`config.mk`:
```
export PLATFORM = sky130hd
export DESIGN_NAME = regfile_write_arbiter
export DESIGN_NICKNAME = d
export VERILOG_FILES = /design/src/rtl/regfile_write_arbiter.sv
export SDC_FILE = /design/constraint.sdc
export NUM_CORES = 1
export LEC_CHECK = 0
export CAP_MARGIN = 40
export CORE_ASPECT_RATIO = 0.6
export CORE_MARGIN = 2
export CORE_UTILIZATION = 25
export CTS_BUF_LIST = sky130_fd_sc_hd__clkbuf_4 sky130_fd_sc_hd__clkbuf_8 sky130_fd_sc_hd__clkbuf_16
export DETAILED_ROUTE_END_ITERATION = 12
export PLACE_DENSITY = 0.44
export SLEW_MARGIN = 20
export SYNTH_ARGS = -nofsm -noshare
export SYNTH_HDL_FRONTEND = slang
export SYNTH_SLANG_ARGS = --single-unit
export TNS_END_PERCENT = 50
```
`constraint.sdc`:
```
create_clock -name clk -period 3.4 [get_ports clk]
set_input_delay 0.68 -clock clk [delete_from_list [all_inputs] [get_ports clk]]
set_output_delay 0.68 -clock clk [all_outputs]
set_load 0.01 [all_outputs]
```
`src/rtl/regfile_write_arbiter.sv`:
```
// regfile_write_arbiter: merges the writeback stream and FIFO-buffered MDU results onto one register-file write port.
// Define WB_PENDING_EN to drive pending_mask from live queued entries; otherwise it is tied to 0.
`ifndef DATA_WIDTH
`define DATA_WIDTH 32
`endif
module regfile_write_arbiter #(
    parameter int DATA_WIDTH = `DATA_WIDTH,
    parameter int FIFO_DEPTH = 4
) (
    input  logic                  clk,
    input  logic                  rst_n,
    input  logic                  pipe_wr,
    input  logic [4:0]            pipe_rd,
    input  logic [DATA_WIDTH-1:0] pipe_data,
    input  logic                  mdu_valid,
    output logic                  mdu_ready,
    input  logic [4:0]            mdu_rd,
    input  logic [DATA_WIDTH-1:0] mdu_data,
    output logic                  reg_write,
    output logic [4:0]            reg_we,
    output logic [DATA_WIDTH-1:0] reg_wdata,
    output logic [31:0]           pending_mask
);
    localparam int PW = $clog2(FIFO_DEPTH);
    logic [4:0]            rd_q   [FIFO_DEPTH];
    logic [DATA_WIDTH-1:0] data_q [FIFO_DEPTH];
    logic [FIFO_DEPTH-1:0] live_q;
    logic [PW-1:0]         wptr, rptr;
    logic [PW:0]           count;
    logic                  pipe_go, head_live, drain, pop, push, push_live;
    assign mdu_ready = count != (PW+1)'(FIFO_DEPTH);
    assign pipe_go   = pipe_wr && pipe_rd != 5'd0;
    // live bits are cleared on pop, so a live bit also implies the slot is occupied
    assign head_live = live_q[rptr];
    assign drain     = !pipe_go && head_live && rd_q[rptr] != 5'd0;
    assign pop       = count != '0 && (drain || !head_live);
    assign push      = mdu_valid && mdu_ready && mdu_rd != 5'd0;
    assign push_live = !(pipe_go && pipe_rd == mdu_rd);
    always_ff @(posedge clk) begin
        if (push) begin
            rd_q[wptr]   <= mdu_rd;
            data_q[wptr] <= mdu_data;
        end
    end
    always_ff @(posedge clk or negedge rst_n) begin
        if (!rst_n) begin
            live_q    <= '0;
            wptr      <= '0;
            rptr      <= '0;
            count     <= '0;
            reg_write <= 1'b0;
            reg_we    <= '0;
            reg_wdata <= '0;
        end else begin
            for (int i = 0; i < FIFO_DEPTH; i++)
                if (pipe_go && rd_q[i] == pipe_rd) live_q[i] <= 1'b0;
            if (pop) begin
                live_q[rptr] <= 1'b0;
                rptr         <= rptr + 1'b1;
            end
            if (push) begin
                live_q[wptr] <= push_live;
                wptr         <= wptr + 1'b1;
            end
            count     <= count + (PW+1)'(push) - (PW+1)'(pop);
            reg_write <= pipe_go || drain;
            reg_we    <= pipe_go ? pipe_rd : drain ? rd_q[rptr] : '0;
            reg_wdata <= pipe_go ? pipe_data : drain ? data_q[rptr] : '0;
        end
    end
`ifdef WB_PENDING_EN
    always_comb begin
        pending_mask = '0;
        for (int i = 0; i < FIFO_DEPTH; i++)
            if (live_q[i]) pending_mask = pending_mask | (32'd1 << rd_q[i]);
    end
`else
    assign pending_mask = '0;
`endif
endmodule

```
==> impl_metrics.tcl <==
set metrics [dict create \
    dr.pass1.iters 4 \
    start_util_pct 25.6 \
    drive_above_1_share_pct 19.0 \
    setup_violations 0 \
    cts_made_buffers 17 \
    top_layer "met4" \
    hp-class "in -> async" \
    rsz0062_at_grt "false" \
    fin_nets 658 \
    fmax_mhz 336 \
    die_y_um 143 \
    io_pins 149 \
    grt_use_total_pct 13.0 \
    cp.required_ns 3.77 \
    reg2reg_depth 10 \
    die_w_um 236 \
    synth_cells 434 \
    min_period_ns 2.97 \
    detail-route-antenna-nets 0 \
    vias 4388 \
    worst_slew_pin_slew_ns 0.643 \
    placed_cells_incl_taps 967 \
    utilization_pct 32.9 \
    status "complete, no violations" \
    htreeDepth 4 \
    routed_wl_um 20900 \
    drv_cap 0 \
    relSlewSlack_pct 57.2 \
    antenna_found_initial 1 \
    ys_seq_area_share_pct 70.5 \
    route.detailed.drc 0 \
    skew_ns 0.0151 \
    worstPathMaxFanout 2 \
    synth_edf_count 148 \
    async_reset_ff_share_pct 24.9 \
    cts_tree "done" \
    rows 50 \
    period_share_pct 87.5 \
    grt_overflow 0 \
    clkTransAtPathRegs_ns 0.07 \
    r2r_slack_ns 0.44 \
    synth-seq-cells 197 \
    grt_pass1_vias 4679 \
    clockBufferDepth 2 \
    fin_cells 1001 \
    powerDensity_nw_per_um2 780 \
    grt_pass1_wl_um 31100 \
    synth_warnings 0 \
    wl_per_cell_um 20.8 \
    cp-start-kind "input pin" \
    clk_latency_ns 0.45 \
    area_delta_synth_final_pct 28.4 \
    worstPathArrival_ns 3.35 \
    wl_met1_um 10200 \
    postCtsHoldBufs 0 \
    worstSetupStartpoint "pipe_rd[2]" \
    dr_wl_met3_um 1430 \
    ctsRootBufferMaster "clkbuf_16" \
    cts.sinks 197 \
    io_buffers 116 \
    synth_area_sq_um 8040 \
    hold_violations 0 \
    path_class "in -> reg" \
    avgViaCountPerCell 4.38 \
    core_area_sq_um 31400 \
    endpoint "count[2]" \
    worst_setup_path_end_kind "register" \
    first_iter_violations 316 \
    r2r-start "rptr[0]" \
    dr_wl_met2_um 8970 \
    dpl.hpwl_um 13900 \
    postSynthAreaPerCell_sq_um 18.5 \
    synth_cell_types 39 \
    die-area_sq_um 33700 \
    cts_setup_buffers 0 \
    cts.repair.resized 0 \
    reg2reg_to "count[2]" \
    grt_max_degree 41 \
    ir_drop_uv 292 \
    power.leakage_nw 3.63 \
    slew_viol_final 0 \
    synth-main-ff-cell "edfxtp_1" \
    gp_congestion 0.820 \
]
-- cell usage after synthesis, types with 9 or more instances --
cell	count	area, sq um
ha_1	9	113
xor2_1	13	114
clkbuf_1	11	41.3
mux4_2	37	833
dfrtp_1	49	1230
buf_2	11	55.1
buf_4	32	240
edfxtp_1	148	4440
xnor2_1	17	149
o21ai_0	9	45.0
nand2_1	16	60.1
a32o_1	31	310
-- layout by cell type (no fill, tap or decap), types with 3 or more instances in the layout --
master	count
ha_1	9
mux4_2	37
nand4_1	4
inv_8	3
and2_2	4
buf_4	22
inv_1	6
edfxtp_1	148
buf_12	4
inv_6	5
nor3_1	5
nand3b_1	4
a32o_1	31
conb_1	32
o21ai_0	9
dfrtp_1	47
clkbuf_16	17
nand2_1	16
xor2_1	13
clkdlybuf4s50_1	115
o211a_1	5
xnor2_1	17
-- routing by layer --
metal,global-route usage (%),vias to the layer above
li1,-,1926
met4,4.02,0
met3,4.33,16
met2,18.6,151
met5,0,-
met1,18.6,2295
-- worst min-delay path by stage --
stage | from | end | slack, ns | cells after the start
4_1_cts | rst_n | reg_wdata[28] | 0.25 | 1
5_1_grt | rst_n | reg_wdata[28] | 0.26 | 1
3_5_place_dp | count[0] | count[0] | 0.52 | 1
3_3_place_gp | count[0] | count[0] | 0.51 | 1
2_1_floorplan | rst_n | count[0] | 0.38 | 0
6_report | rst_n | reg_wdata[28] | 0.25 | 1
-- through the flow --
step	area (sq um)	TNS [ns]	hold slack [ns]	setup slack (ns)	total power, mW
6_report	10300	0	0.246	0.425	8.06
4_1_cts	10300	0	0.248	0.437	8.20
5_1_grt	10300	0	0.262	0.242	8.51
3_5_place_dp	9740	-0.0181	0.516	-0.0181	6.13
3_3_place_gp	9740	-0.0104	0.513	-0.0104	6.08
2_1_floorplan	8160	0	0.384	0.339	4.99
-- cells by family after synthesis --
family                   share of synthesized area [%]
flip-flops                                        70.5
adder cells (fa/ha/maj)                           1.65
AND/OR/NAND/NOR                                   3.05
AO/OA/AOI/OAI                                     5.93
XOR/XNOR                                          3.27
multiplexers                                      10.9
buffers and inverters                             4.70
other                                           0.0466
-- report_power, final --
part	internal [mW]	switching [mW]	leakage [nW]
Clock	1.05	0.981	0.282
Sequential	3.17	0.233	1.97
Combinational	1.27	1.35	1.38
-- flip-flops by register name (all words and copies together), names as in the netlist --
name / cells
count: 3
rd_q: 20
rptr: 2
live_q: 4
reg_wdata: 32
reg_we: 5
data_q: 128
wptr: 2
reg_write: 1
-- area by class of cell --
| type | count | area (sq um) |
|---|---|---|
| Fill cell | 3033 | 21100 |
| Sequential cell | 197 | 5680 |
| Multi-Input combinational cell | 205 | 2120 |
| Timing Repair Buffer | 142 | 1400 |
| Tap cell | 416 | 520 |
| Clock buffer | 18 | 439 |
| Clock inverter | 14 | 140 |
| Inverter | 7 | 26.3 |
| Antenna cell | 2 | 5.00 |
-- worst max-delay path, cell delays in order --
cell             delay, ns
clkdlybuf4s50_1       0.43
or4_1                 0.55
o21a_2                0.28
a21oi_4               0.17
o21a_4                0.14
xor2_1                0.17
ha_1                  0.17
inv_1                 0.05
fa_1                  0.38
xnor2_1               0.18
xnor2_1               0.14
No activity file was read; power rests on OpenSTA's default activity.
